`src/rtl/disp_wta_sequencer.sv`:
```
// disp_wta_sequencer
// Time-multiplexed winner-take-all disparity search. Each pixel's cost vector
// arrives as NCHUNK beats of CHUNK costs. One CHUNK-wide arg-min stage is
// reused across the beats. A running minimum is kept, and one disparity is
// emitted per pixel through a single registered AXI-Stream output slot.
module disp_wta_sequencer #(
    parameter int MAX_DISP   = 64,
    parameter int CHUNK      = 8,
    parameter int DATA_WIDTH = 8
) (
    input  logic                        aclk,
    input  logic                        aresetn,
    input  logic [CHUNK*DATA_WIDTH-1:0] s_axis_costs_tdata,
    input  logic                        s_axis_costs_tvalid,
    output logic                        s_axis_costs_tready,
    input  logic                        s_axis_costs_tuser,
    input  logic                        s_axis_costs_tlast,
    output logic [DATA_WIDTH-1:0]       m_axis_min_tdata,
    output logic                        m_axis_min_tvalid,
    input  logic                        m_axis_min_tready,
    output logic                        m_axis_min_tuser,
    output logic                        m_axis_min_tlast,
    output logic                        sync_err,
    output logic                        busy
);

    localparam int NCHUNK = MAX_DISP / CHUNK;
    localparam int LANE_W = $clog2(CHUNK);
    localparam int IDX_W  = (NCHUNK > 1) ? $clog2(NCHUNK) : 1;
    // CHUNK is a power of two, so {chunk_idx, lane} == chunk_idx*CHUNK + lane.
    localparam int DISP_W = IDX_W + LANE_W;
    localparam logic [IDX_W-1:0] LAST_IDX = IDX_W'(NCHUNK - 1);

    // State registers
    logic [IDX_W-1:0]      chunk_idx_q, chunk_idx_d;
    logic [DATA_WIDTH-1:0] run_min_q,   run_min_d;
    logic [DISP_W-1:0]     run_arg_q,   run_arg_d;
    logic                  run_user_q,  run_user_d;
    logic [DATA_WIDTH-1:0] m_tdata_q,   m_tdata_d;
    logic                  m_tvalid_q,  m_tvalid_d;
    logic                  m_tuser_q,   m_tuser_d;
    logic                  m_tlast_q,   m_tlast_d;
    logic                  sync_err_q,  sync_err_d;

    // Combinational intermediates
    logic [DATA_WIDTH-1:0] lane_min;
    logic [LANE_W-1:0]     lane_arg;
    logic                  in_ready;
    logic                  accept;
    logic                  restart;
    logic [IDX_W-1:0]      eff_idx;
    logic                  first_c;
    logic                  final_c;
    logic                  load_out;
    logic [DISP_W-1:0]     cand_arg;

    // Lane arg-min over the current beat. The strict compare keeps ties on the lowest lane.
    always_comb begin
        // NOTE: every variable gets a default before any conditional update, so no latch is inferred.
        lane_min = s_axis_costs_tdata[DATA_WIDTH-1:0];
        lane_arg = '0;
        for (int k = 1; k < CHUNK; k++) begin
            if (s_axis_costs_tdata[k*DATA_WIDTH +: DATA_WIDTH] < lane_min) begin
                lane_min = s_axis_costs_tdata[k*DATA_WIDTH +: DATA_WIDTH];
                lane_arg = LANE_W'(k);
            end
        end
    end

    // Handshake, framing, accumulation and output next-state logic
    always_comb begin
        // The final chunk may only be taken when the output slot can free up this cycle.
        in_ready = !((chunk_idx_q == LAST_IDX) && m_tvalid_q && !m_axis_min_tready);
        accept   = s_axis_costs_tvalid && in_ready;

        // A start-of-frame mid-pixel drops the partial pixel and restarts at chunk 0.
        restart  = s_axis_costs_tuser && (chunk_idx_q != '0);
        eff_idx  = restart ? '0 : chunk_idx_q;
        first_c  = (eff_idx == '0);
        final_c  = (eff_idx == LAST_IDX);
        cand_arg = {eff_idx, lane_arg};
        load_out = accept && final_c;

        chunk_idx_d = chunk_idx_q;
        run_min_d   = run_min_q;
        run_arg_d   = run_arg_q;
        run_user_d  = run_user_q;
        sync_err_d  = 1'b0;

        if (accept) begin
            chunk_idx_d = final_c ? '0 : eff_idx + IDX_W'(1);
            // Only a strictly smaller chunk minimum wins, so ties keep the lower disparity.
            if (first_c || (lane_min < run_min_q)) begin
                run_min_d = lane_min;
                run_arg_d = cand_arg;
            end
            if (first_c) begin
                run_user_d = s_axis_costs_tuser;
            end
            // Both violations in one beat still raise a single pulse.
            sync_err_d = restart || (s_axis_costs_tlast && !final_c);
        end

        m_tdata_d  = m_tdata_q;
        m_tuser_d  = m_tuser_q;
        m_tlast_d  = m_tlast_q;
        m_tvalid_d = m_tvalid_q;
        if (load_out) begin
            m_tdata_d  = DATA_WIDTH'(run_arg_d);
            m_tuser_d  = first_c ? s_axis_costs_tuser : run_user_q;
            m_tlast_d  = s_axis_costs_tlast;
            m_tvalid_d = 1'b1;
        end else if (m_axis_min_tready) begin
            m_tvalid_d = 1'b0;
        end
    end

    // State update with asynchronous clear
    always_ff @(posedge aclk or negedge aresetn) begin
        if (!aresetn) begin
            chunk_idx_q <= '0;
            run_min_q   <= '0;
            run_arg_q   <= '0;
            run_user_q  <= 1'b0;
            m_tdata_q   <= '0;
            m_tvalid_q  <= 1'b0;
            m_tuser_q   <= 1'b0;
            m_tlast_q   <= 1'b0;
            sync_err_q  <= 1'b0;
        end else begin
            // NOTE: non-blocking assignments so every register samples pre-edge values.
            chunk_idx_q <= chunk_idx_d;
            run_min_q   <= run_min_d;
            run_arg_q   <= run_arg_d;
            run_user_q  <= run_user_d;
            m_tdata_q   <= m_tdata_d;
            m_tvalid_q  <= m_tvalid_d;
            m_tuser_q   <= m_tuser_d;
            m_tlast_q   <= m_tlast_d;
            sync_err_q  <= sync_err_d;
        end
    end

    assign s_axis_costs_tready = in_ready;
    assign m_axis_min_tdata    = m_tdata_q;
    assign m_axis_min_tvalid   = m_tvalid_q;
    assign m_axis_min_tuser    = m_tuser_q;
    assign m_axis_min_tlast    = m_tlast_q;
    assign sync_err            = sync_err_q;
    assign busy                = (chunk_idx_q != '0);

endmodule

```
`config.mk`:
```
export PLATFORM = sky130hd
export DESIGN_NAME = disp_wta_sequencer
export DESIGN_NICKNAME = d
export VERILOG_FILES = /design/src/rtl/disp_wta_sequencer.sv
export SDC_FILE = /design/constraint.sdc
export NUM_CORES = 1
export LEC_CHECK = 0
export ABC_AREA = 1
export CORE_ASPECT_RATIO = 0.9
export CORE_MARGIN = 4
export CORE_UTILIZATION = 46
export CTS_CLUSTER_SIZE = 12
export DETAILED_ROUTE_END_ITERATION = 10
export HOLD_SLACK_MARGIN = 0.15
export PLACE_DENSITY = 0.75
export SLEW_MARGIN = 0
export SYNTH_ARGS = -nofsm -noshare
export SYNTH_HDL_FRONTEND = slang
export SYNTH_SLANG_ARGS = --single-unit
```
`constraint.sdc`:
```
create_clock -name aclk -period 4.5 [get_ports aclk]
set_clock_uncertainty 0.1 [all_clocks]
set_input_delay 0.675 -clock aclk [delete_from_list [all_inputs] [get_ports aclk]]
set_output_delay 0.675 -clock aclk [all_outputs]
set_load 0.01 [all_outputs]
```
==> run_results.csv, run 1 <==
group,metric,value,unit
floorplanning,num_rows,29,
logic_synthesis,ys_types,27,
logic_synthesis,postSynthCellCount,543,
clocking,cts_sinks,28,
place,place.gp.congestion,0.8713,
clocking,cts_buffer_depth,2,
logic_synthesis,ys_async_sr_fraction,1.000,
logic_synthesis,ys_ff_latch,28,
place,place_inst,804,
timing,worstEpCategory,"register input",
floorplanning,initial_core_util,0.4843,
logic_synthesis,seq_area_frac_synth,0.2014,
logic_synthesis,ys.warnings.count,0,
floorplanning,ioPinCount,84,
status,status,"aborted with a tool error",
logic_synthesis,synth_flop_cell,"dfrtp_1",
global_routing,grt_max_degree,29,
status,stop_error,"[ERROR GRT-0232] Routing congestion too high. Check the congestion heatmap in the GUI.",
status,lastStage,"5_1_grt",
logic_synthesis,syn-cell-area,3480,um^2
place,portBuffers,81,
logic_synthesis,post_synth.cell_area_avg,6.408,um^2
floorplanning,fp.dieW,99.68,um
global_routing,grtUsageTotal,0.8890,
clocking,cts_buffers,3,
clocking,h-tree-depth,1,
place,hpwl,8.324,mm
timing,grt_repair_worst_endpoint,"run_min_q[5]$_DFFE_PN0P_/D",
logic_synthesis,synth-edff-count,0,
floorplanning,die_h,90.51,um
global_routing,grt_overflow,641,
clocking,hold_buffers,0,
clocking,cts-root-buf,"clkbuf_8",
repair_timing:
action	in CTS
gates cloned	5
endpoints found under the hold margin	0
setup endpoints to repair	20
buffers inserted	70
pin swaps	98
resized for setup	182
synth_stat cells (4+ instances only):
cell / number / share of area
a211oi_1: 6 / 0.013
a21oi_1: 17 / 0.024
and2_1: 6 / 0.011
buf_4: 4 / 0.0086
clkbuf_1: 5 / 0.0054
dfrtp_1: 28 / 0.20
ha_1: 49 / 0.18
inv_1: 66 / 0.071
inv_2: 6 / 0.0065
nand2_1: 179 / 0.19
nand2_2: 10 / 0.018
nand2_4: 12 / 0.039
nand3_1: 49 / 0.070
nand3b_1: 5 / 0.011
nor2_1: 33 / 0.036
o21ai_0: 45 / 0.065
o21ai_2: 7 / 0.018
o21bai_1: 5 / 0.011
layer usage:
metal,track usage,overflow
met5,0.2130,1
met4,1.005,158
met3,0.6255,6
met2,1.177,467
met1,0.8119,9
cell families after synthesis:
logic type | count (synthesis) | share of synthesized area
AO/OA/AOI/OAI | 83 | 0.1377
adder cells (fa/ha/maj) | 49 | 0.1762
buffers and inverters | 85 | 0.1014
flip-flops | 28 | 0.2014
other | 1 | 0.001078
AND/OR/NAND/NOR | 297 | 0.3822
through the flow:
step / area (um^2) / setup TNS [ns] / setup slack, ns / hold WS [ns]
after floorplan: 3659 / -109.43 / -5.558 / 0.2794
after global placement: 5202 / -112.93 / -5.710 / 0.3569
after detailed placement: 5202 / -119.63 / -6.075 / 0.3598
after CTS: 6188 / -88.11 / -4.444 / 0.3837
==> run 2, diff against run 1 <==
--- a/config.mk
+++ b/config.mk
@@ -6,13 +6,10 @@
 export NUM_CORES = 1
 export LEC_CHECK = 0
 export ABC_AREA = 1
-export CORE_ASPECT_RATIO = 0.9
 export CORE_MARGIN = 4
-export CORE_UTILIZATION = 46
-export CTS_CLUSTER_SIZE = 12
+export CORE_UTILIZATION = 31
 export DETAILED_ROUTE_END_ITERATION = 10
-export HOLD_SLACK_MARGIN = 0.15
-export PLACE_DENSITY = 0.75
+export PLACE_DENSITY_LB_ADDON = 0.15
 export SLEW_MARGIN = 0
 export SYNTH_ARGS = -nofsm -noshare
 export SYNTH_HDL_FRONTEND = slang
==> run 2 against run 1 <==
Against the previous run: the flow now finishes, with violations (negative setup slack); synthesized cell count did not move; synthesized area unchanged.
==> run_results.csv, run 2 <==
group,metric,value,unit
worst_hold_path,hold_class,"reg2reg",
logic_synthesis,synth_flop_cell,"dfrtp_1",
floorplanning,ioPinCount,84,
clocking,cts_buffers,3,
timing,max_slew_margin,0.5345,
timing,maxSlewViolCount,0,
finish,syn_to_final_growth,86.98,%
critical_path,crit_type,"in2reg",
route,first_pass_iters,4,
logic_synthesis,synthMuxAreaShare,0,
route,drc,0,
logic_synthesis,seq_area_frac_synth,0.2014,
finish,diodes,0,
critical_path,crit_end,"m_axis_min_tdata[1]$_DFFE_PN0P_",
timing,tightest_slew,0.6957,ns
clocking,clock_latency,0.26,ns
place,place.gp.congestion,0.8059,
finish,layout.nets,898,
critical_path,cp-end-kind,"register",
route,postRouteAntennaNets,0,
critical_path,timing.rr.start,"chunk_idx_q[2]$_DFFE_PN0P_",
timing,fin_ws,-4.660,ns
logic_synthesis,ys.warnings.count,0,
critical_path,reg2reg_slack,1.92,ns
logic_synthesis,ys_types,27,
logic_synthesis,yosys.area.top_type,"dfrtp_1",
critical_path,worstPathRequired,4.60,ns
timing,finalSetupViolations,20,
finish,drive_gt1_frac,0.4409,
critical_path,path_depth,63,
critical_path,max_stage_delay,0.33,ns
finish,top_register,"run_min_q",
clocking,h-tree-depth,1,
clocking,cts_buffer_depth,2,
critical_path,critPathSlowestCell,"a211oi_2",
clocking,cts_tree,"done",
logic_synthesis,synth_area_leaders,"dfrtp_1 20%, nand2_1 19%, ha_1 18%",
floorplanning,dieArea,12980,um^2
route,drt_iter0_markers,175,
logic_synthesis,syn-cell-area,3480,um^2
logic_synthesis,synth_top_cells_by_count,"179 x nand2_1, 66 x inv_1, 49 x ha_1, 49 x nand3_1, 45 x o21ai_0",
critical_path,cp.arrival,9.26,ns
global_routing,grt_antenna_before_repair,0,
status,violations,"negative setup slack",
global_routing,grt_pass1_vias,4359,
logic_synthesis,ys_async_sr_fraction,1.000,
power,comb_power_share,0.825,
logic_synthesis,synth_xor_area_frac,0,
floorplanning,initial_core_util,0.3182,
logic_synthesis,yosysMostFrequentCell,"nand2_1",
global_routing,grtUsageTotal,0.1736,
critical_path,critPathBufInv,9,
floorplanning,fp.coreArea,10940,um^2
power,p_per_area,590.0,nW/um^2
timing,rsz0062_at_grt,"yes",
timing,min_period,9.160,ns
critical_path,crit_fanout,8,
clocking,cts_sinks,28,
logic_synthesis,synth_top_area_share,0.2014,
timing,finalCritPeriodShare,2.036,
finish,largest_register_ffs,8,
logic_synthesis,postSynthCellCount,543,
timing,fin_setup_tns,-92.21,ns
logic_synthesis,synth_top_family_by_area,"simple AND/OR/NAND/NOR gates",
critical_path,reg2reg_to,"m_axis_min_tdata[0]$_DFFE_PN0P_",
finish,mostFrequentLayoutCells,"149 x buf_4, 145 x nand2_1, 65 x clkdlybuf4s50_1",
route,dr_total_vias,4298,
floorplanning,fp.dieW,113.9,um
route,vias_per_cell,4.682,
global_routing,grt_pass1_wl,19.06,mm
power,swShare,0.4577,
critical_path,crit_family,"compound AO/OA/AOI/OAI gates",
place,hpwl,8.950,mm
power,vdd_drop_max,0.4413,mV
power,power.share.sequential,0.106,
power,power.internal,2082,uW
route,routed_wl,11.76,mm
global_routing,grt_overflow,0,
power,p_switching,1757,uW
clocking,cts-root-buf,"clkbuf_16",
critical_path,crit_top_cell,"ha_4",
timing,hold_violations,0,
logic_synthesis,synth_compound_area_frac,0.1377,
critical_path,start_kind,"primary input",
clocking,path_clk_slew,0.07,ns
power,power_leakage,0.003260,uW
logic_synthesis,post_synth.cell_area_avg,6.408,um^2
power,pwr-share-clk,0.069,
route,wl_per_cell,12.81,um
floorplanning,num_rows,38,
timing,fmax,0.1092,GHz
place,dpl_worst_slack,-6.177,ns
global_routing,grt_max_degree,29,
logic_synthesis,ys_ff_latch,28,
logic_synthesis,synth-simple-area-share,0.3822,
logic_synthesis,synth-edff-count,0,
critical_path,r2r_cells,12,
finish,final_common_cell,"buf_4",
place,portBuffers,81,
power,p_total,3838,uW
critical_path,startpoint,"s_axis_costs_tdata[7]",
floorplanning,die_h,113.9,um
status,status,"finished with violations",
flow_run,cap_violations,0,
logic_synthesis,synth_fa_ha_area_frac,0.1762,
## run 2: cell counts after synthesis
Identical to the previous run, type by type.
## run 2: kinds of logic (layout without fill, tap and decap cells)
group / after synthesis / count (layout)
AND/OR/NAND/NOR: 297 / 302
buffers and inverters: 85 / 314
AO/OA/AOI/OAI: 83 / 83
adder cells (fa/ha/maj): 49 / 49
flip-flops: 28 / 28
other: 1 / 2
## run 2: power by group through the flow
stage	registers [uW]	clock network (uW)	logic (uW)
finish	406	264	3170
detailed placement	412	0	2270
CTS	408	271	2700
floorplan	421	0	1420
global route	419	278	3500
global placement	409	0	2220
## run 2: how the worst min path moves through the flow
stage / start / to / cells past startpoint
2_1_floorplan: aresetn / chunk_idx_q[0]$_DFFE_PN0P_ / 0
4_1_cts: m_axis_min_tlast$_DFFE_PN0P_ / m_axis_min_tlast$_DFFE_PN0P_ / 2
5_1_grt: m_axis_min_tdata[4]$_DFFE_PN0P_ / m_axis_min_tdata[4]$_DFFE_PN0P_ / 2
6_report: m_axis_min_tlast$_DFFE_PN0P_ / m_axis_min_tlast$_DFFE_PN0P_ / 2
3_5_place_dp: m_axis_min_tlast$_DFFE_PN0P_ / m_axis_min_tlast$_DFFE_PN0P_ / 2
3_3_place_gp: m_axis_min_tlast$_DFFE_PN0P_ / m_axis_min_tlast$_DFFE_PN0P_ / 2
## run 2: final cells by class
type                    count  area, um^2
clock buffers               3       75.07
repair buffers            232        1893
inverters                  75       309.0
fillers                  1007        4429
repair inverters            3       28.78
clock inverters             1       30.03
well taps                 140       175.2
multi-input cells         436        3294
flip-flops and latches     28       700.7
## run 2: metrics by stage
step | util | std cells | hold WS (ns) | area [um^2]
2_1_floorplan | - | 544 | 0.2794 | 3659
3_3_place_gp | 0.4923 | 869 | 0.3586 | 5384
3_5_place_dp | 0.4923 | 869 | 0.3636 | 5384
4_1_cts | 0.5458 | 907 | 0.3799 | 5968
5_1_grt | 0.5950 | 918 | 0.4118 | 6506
6_report | 0.5950 | 918 | 0.3780 | 6506
## run 2: metal layers
layer | GRT usage | vias up | wire [um]
met1 | 0.2042 | 1972 | 4870
met5 | 0 | - | 0
met3 | 0.01538 | 18 | 364
met4 | 0.03959 | 0 | 265
li1 | - | 2229 | -
met2 | 0.3365 | 79 | 6260
## run 2: timing repair
action / 4_1_cts / 5_1_grt
setup buffers: 26 / 12
cloned: 8 / 0
gates resized for setup: 139 / 96
hold buffers: 0 / 0
pin swaps: 70 / 33
endpoints found under the setup margin: 20 / 20
## run 2: tightest hold or removal path, stage by stage, from the launching register on
cell,delay [ns]
dfrtp_1,0.35
nand2_1,0.05
nand2_1,0.05
Note: power is estimated with default switching activity, not from simulation.
